### config.mk
export PLATFORM = sky130hd
export DESIGN_NAME = des_ip_loader_flat
export DESIGN_NICKNAME = d
export VERILOG_FILES = /design/src/rtl/des_ip_loader_if.sv /design/src/rtl/des_ip_loader.sv /design/src/flat_wrapper.sv
export SDC_FILE = /design/constraint.sdc
export NUM_CORES = 1
export LEC_CHECK = 0
export BUFFER_PORTS_ARGS = -buffer_cell sky130_fd_sc_hd__buf_2
export CAP_MARGIN = 5
export CELL_PAD_IN_SITES_DETAIL_PLACEMENT = 1
export CELL_PAD_IN_SITES_GLOBAL_PLACEMENT = 2
export CORE_ASPECT_RATIO = 0.5
export CORE_MARGIN = 2
export CORE_UTILIZATION = 30
export CTS_BUF_LIST = sky130_fd_sc_hd__clkbuf_8
export CTS_CLUSTER_DIAMETER = 40
export DETAILED_ROUTE_END_ITERATION = 16
export MAX_ROUTING_LAYER = met4
export PLACE_DENSITY = 0.68
export SLEW_MARGIN = 20
export SYNTH_ARGS = -nofsm -noshare
export SYNTH_HDL_FRONTEND = slang
export SYNTH_SLANG_ARGS = --single-unit
### constraint.sdc
create_clock -name clk -period 1.67 [get_ports clk]
set_clock_uncertainty 0.05 [all_clocks]
set_input_delay 0 -clock clk [delete_from_list [all_inputs] [get_ports clk]]
set_output_delay 0 -clock clk [all_outputs]
set_load 0.05 [all_outputs]
### src/rtl/des_ip_loader_if.sv
//------------------------------------------------------------------------------
// Module   : des_ip_loader_if
// Brief    : Byte-in / permuted-block-out handshake bundle for des_ip_loader.
// Revision : 1.0
//------------------------------------------------------------------------------
`default_nettype none

interface des_ip_loader_if;
    logic [7:0]  in_data;
    logic        in_valid;
    logic        in_ready;
    logic [31:0] left_half;
    logic [31:0] right_half;
    logic        out_valid;
    logic        out_ready;

    modport master (
        output in_data, in_valid, out_ready,
        input  in_ready, left_half, right_half, out_valid
    );

    modport slave (
        input  in_data, in_valid, out_ready,
        output in_ready, left_half, right_half, out_valid
    );
endinterface

`default_nettype wire

### src/rtl/des_ip_loader.sv
//------------------------------------------------------------------------------
// Module   : des_ip_loader
// Brief    : Collects a 64-bit DES text block byte-serially and registers its
//            Initial Permutation as left/right halves for the round datapath.
// Revision : 1.0
//------------------------------------------------------------------------------
`default_nettype none

module des_ip_loader #(
    parameter bit MSB_FIRST = 1'b1
) (
    input  wire logic       clk,
    input  wire logic       rst_n,
    input  wire logic       abort,
    des_ip_loader_if.slave  bus
);

    typedef enum logic [1:0] {
        S_INIT = 2'd0,
        S_LOAD = 2'd1,
        S_HOLD = 2'd2
    } state_t;

    // DES IP table, output bit i+1 takes input bit c_ip_table[i] (bit 1 = MSB).
    localparam int c_ip_table [64] = '{
        58, 50, 42, 34, 26, 18, 10,  2,
        60, 52, 44, 36, 28, 20, 12,  4,
        62, 54, 46, 38, 30, 22, 14,  6,
        64, 56, 48, 40, 32, 24, 16,  8,
        57, 49, 41, 33, 25, 17,  9,  1,
        59, 51, 43, 35, 27, 19, 11,  3,
        61, 53, 45, 37, 29, 21, 13,  5,
        63, 55, 47, 39, 31, 23, 15,  7
    };

    state_t      state_q, state_d;
    logic [2:0]  cnt_q, cnt_d;
    logic [55:0] shift_q, shift_d;
    logic [31:0] left_q, left_d;
    logic [31:0] right_q, right_d;

    logic        w_accept;
    logic [63:0] w_block;
    logic [63:0] w_ip;

    // Only 7 bytes are stored; the 8th completes the block combinationally.
    generate
        if (MSB_FIRST) begin : g_msb_first
            assign w_block = {shift_q, bus.in_data};
        end else begin : g_lsb_first
            assign w_block = {bus.in_data, shift_q};
        end
    endgenerate

    generate
        for (genvar i = 0; i < 64; i++) begin : g_ip
            localparam int SRC = 64 - c_ip_table[i];
            assign w_ip[63 - i] = w_block[SRC];
        end
    endgenerate

    assign w_accept       = bus.in_valid && (state_q == S_LOAD);
    assign bus.in_ready   = (state_q == S_LOAD);
    assign bus.out_valid  = (state_q == S_HOLD);
    assign bus.left_half  = left_q;
    assign bus.right_half = right_q;

    always_comb begin
        state_d = state_q;
        cnt_d   = cnt_q;
        shift_d = shift_q;
        left_d  = left_q;
        right_d = right_q;

        if (abort) begin
            state_d = S_LOAD;
            cnt_d   = 3'd0;
        end else begin
            case (state_q)
                S_INIT: state_d = S_LOAD;
                S_LOAD: begin
                    if (w_accept) begin
                        cnt_d   = cnt_q + 3'd1;
                        shift_d = MSB_FIRST ? w_block[55:0] : w_block[63:8];
                        if (cnt_q == 3'd7) begin
                            state_d = S_HOLD;
                            left_d  = w_ip[63:32];
                            right_d = w_ip[31:0];
                        end
                    end
                end
                S_HOLD: begin
                    if (bus.out_ready) state_d = S_LOAD;
                end
                default: state_d = S_INIT;
            endcase
        end
    end

    always_ff @(posedge clk or negedge rst_n) begin
        if (!rst_n) begin
            state_q <= S_INIT;
            cnt_q   <= 3'd0;
            shift_q <= 56'd0;
            left_q  <= 32'd0;
            right_q <= 32'd0;
        end else begin
            state_q <= state_d;
            cnt_q   <= cnt_d;
            shift_q <= shift_d;
            left_q  <= left_d;
            right_q <= right_d;
        end
    end

endmodule

`default_nettype wire

### src/flat_wrapper.sv
// flat-port wrapper written by rule: the top's interface ports become plain ports
module des_ip_loader_flat 
#(
    parameter bit MSB_FIRST = 1'b1
)
  (clk, rst_n, abort, bus_in_data, bus_in_valid, bus_out_ready, bus_in_ready, bus_left_half, bus_right_half, bus_out_valid);
  des_ip_loader_if bus_i ();
  input  wire logic clk;
  input  wire logic rst_n;
  input  wire logic abort;
  input wire logic [$bits(bus_i.in_data)-1:0] bus_in_data;
  input wire logic [$bits(bus_i.in_valid)-1:0] bus_in_valid;
  input wire logic [$bits(bus_i.out_ready)-1:0] bus_out_ready;
  output wire logic [$bits(bus_i.in_ready)-1:0] bus_in_ready;
  output wire logic [$bits(bus_i.left_half)-1:0] bus_left_half;
  output wire logic [$bits(bus_i.right_half)-1:0] bus_right_half;
  output wire logic [$bits(bus_i.out_valid)-1:0] bus_out_valid;
  assign bus_i.in_data = bus_in_data;
  assign bus_i.in_valid = bus_in_valid;
  assign bus_i.out_ready = bus_out_ready;
  assign bus_in_ready = bus_i.in_ready;
  assign bus_left_half = bus_i.left_half;
  assign bus_right_half = bus_i.right_half;
  assign bus_out_valid = bus_i.out_valid;
  des_ip_loader #(.MSB_FIRST(MSB_FIRST)) u_core (.clk(clk), .rst_n(rst_n), .abort(abort), .bus(bus_i));
endmodule
==> impl_results.md <==
- Status: complete, no violations
- Fin crit period: ~1600 ps
- Vias in the first global route: around 2900
- Reg-to-Reg End: u_core.shift_q[0]
- Worst slew margin: 81.09%
- Worst setup path endpoint: u_core.shift_q[0]
- CTS tree: built
- Share of layout cells above drive strength 1: 61.94%
- M1 WL: between 4000 and 5000 um
- Sequential share of the synthesized area: 61.46%
- Crit-path max FO: 39
- Fillcell total: about 1700
- Number of buffers created by CTS: 17
- FP Rows: 33
- Initial antenna violation count: 0
- Yosys cell types: 18
- Root Buffer: clkbuf_8
- # IOs: a little under 80
- Core Box Area: 0.01647 mm2
- Crit path launch: u_core.state_q[1]
- Seq pwr share: 51.4%
- Top-area cell type share of the netlist area: 61.46%
- WL/cell: 15.67 um
- Drt pass-1 iters: 4
- Sw frac: between 20% and 30%
- Clk sinks: roughly 130
- #FFs+latches synth: 125
- Combinational group share of total power: 12.4%
- Total number of vias: 2636
- Most frequent cells in the layout: dfrtp_1 (125), mux2_4 (89), buf_2 (77)
- Pre-CTS setup slack: -42.40 ps
- Die area: 0.01809 mm2
- Syn nets: around 290
- Internal power: 5.759 mW
- Number of port buffers: 78
- Commonest non-fill, non-tap cell in the layout: dfrtp_1
- Final count of hold timing violations: 0
- Met3 Routed Length: 324 um
- Die W: 188.2 um
- Reg2Reg Depth: 3
- # diodes: 0
- Cell count after synthesis: 277
- CTS max path bufs: 2
- Clock share of power: 36.2%
- # Post-CTS Setup Buffers: 0
- DR WL met2: ~4600 um
- Reg2reg start: u_core.state_q[1]
- Setup tns final: 0 ps
- Fin worst setup slack: 53.76 ps
- Top Layer Used: met4
- Final period util: between 90% and 100%
- Yosys warns: 0
- Via density: 4.191
- First-pass GRT wire length: between 15000 and 20000 um
- CP startpoint kind: flop
- Area leader, netlist: dfrtp_1
- # setup viols final: 0
- Max Cap Viol: 0
- Placed wire-length estimate: 6199 um
- Area Overhead vs Synth: 26.89%
- Psw: 1.969 mW
- Hold Crit Class: in -> async
- Crit Path Category: reg -> reg
- Die Ht: 96.11 um
- LEAKAGE: 3.419 nW
- Max rail drop VDD: ~0.00048 V
- Final slew viol count: 0
- Least-Margin Pin Slew: 283.6 ps
- RSZ-0062 raised after global routing: yes
- Maximum clock frequency: about 0.62 GHz
- CP Capture Type: flop
- Global placement routability congestion: 0.6441
- # DRC: 0
- Avg Synthesized Cell Area: 18.38 um2
- Util after Layout: between 30 and 40%
- Critical Path RT: 1940 ps
- Clk_lat worst skew: 430 ps
- CP arrival: 1880 ps
- H-tree depth: 4
- Post-DRT Antenna Nets: 0
- Starting DRT DRC Count: 120
- Clk slew on worst S/H paths: 80 ps
- Synthesized area: 0.005090 mm2
- Overall Global Routing Usage: 11.81%
- Ranking of synthesized cells by area: dfrtp_1 (61%), mux2_4 (26%), mux2_2 (6.9%), buf_6 (2.4%), ha_1 (0.49%)
- Grt total ovfl: 0
- Maximum number of pins on one net before global-route repair: 54
- R2r setup slk: 50 ps
- Initial Util: between 30% and 40%
- Nets: 404
- Pwr dens: 1196 mW/mm2
- Final WL: 9855 um
worst min-delay path by stage:
stage	endpoint	slack, ps	depth (start not counted)
after floorplan	u_core.bus.left_half[0]	-350	0
after global placement	u_core.bus.left_half[31]	-80	1
after detailed placement	u_core.bus.left_half[30]	-80	1
after CTS	u_core.bus.left_half[31]	40	3
after global routing	u_core.shift_q[14]	70	3
final	u_core.bus.left_half[31]	70	3
cells in the mapped netlist:
library cell,count
a21o_1,1
a22o_1,1
and4bb_1,1
buf_2,2
buf_6,11
dfrtp_1,125
ha_1,2
inv_1,1
mux2_2,31
mux2_4,89
mux2i_1,2
nand2_4,1
nand3_1,1
nand3b_1,1
nor2_1,4
nor2b_1,2
o21ai_0,1
xor2_1,1
state kept, by name (all words and copies together), names as in the netlist:
register,cells
u_core.state_q,2
u_core.bus.right_half,32
u_core.shift_q,56
u_core.cnt_q,3
u_core.bus.left_half,32
kinds of logic (layout without fill, tap and decap cells):
group | after synthesis | count (layout) | synth area share [%]
fa+ha+maj | 2 | 2 | 0.4916
xor+xnor | 1 | 1 | 0.1721
buf+inv | 14 | 139 | 2.704
simple gates | 10 | 10 | 1.253
flops | 125 | 125 | 61.46
mux | 122 | 122 | 33.51
compound gates | 3 | 3 | 0.4179
repair_timing:
| action | CTS | global route |
|---|---|---|
| pin swaps | 0 | 2 |
| setup endpoints to repair | 33 | 39 |
| gates cloned | 0 | 2 |
| hold buffers | 13 | 0 |
| endpoints found under the hold margin | 146 | 0 |
| resized for setup | 1 | 9 |
critical path, cell delays in order (launching register included):
cell and delay, ps:
dfrtp_1 390, and4bb_4 400, buf_16 260, mux2_2 370
layout make-up:
class	count	area [um2]	share of cell area, %
flip-flops and latches	125	3128	48.43
repair buffers	106	774.5	11.99
inverters	1	3.754	0.05812
well taps	227	284.0	4.398
clock inverters	14	168.9	2.615
clock buffers	18	247.7	3.836
multi-input cells	138	1852	28.67
per-stage QoR:
| step | power (mW) | hold slack, ps | instances | instance area, um2 |
|---|---|---|---|---|
| final | 7.728 | 73.41 | 629 | 6459 |
| after global routing | 8.136 | 69.06 | 629 | 6459 |
| after CTS | 7.834 | 44.31 | 627 | 6356 |
| after detailed placement | 4.983 | -79.32 | 582 | 5797 |
| after global placement | 4.931 | -82.76 | 582 | 5797 |
| after floorplan | 4.657 | -345.6 | 277 | 5090 |
per-layer routing:
metal	global-route usage, %	vias to the layer above
li1	-	1200
met1	15.20	1394
met2	17.87	33
met3	3.536	9
met4	4.134	0
met5	-	-
power by group through the flow:
stage	sequential [mW]	combinational, mW	clock [mW]
6_report	3.97	0.962	2.80
5_1_grt	4.07	1.04	3.03
4_1_cts	3.99	0.976	2.87
3_5_place_dp	4.04	0.939	0
3_3_place_gp	4.02	0.910	0
2_1_floorplan	3.90	0.755	0
No activity file was read; power rests on OpenSTA's default activity.
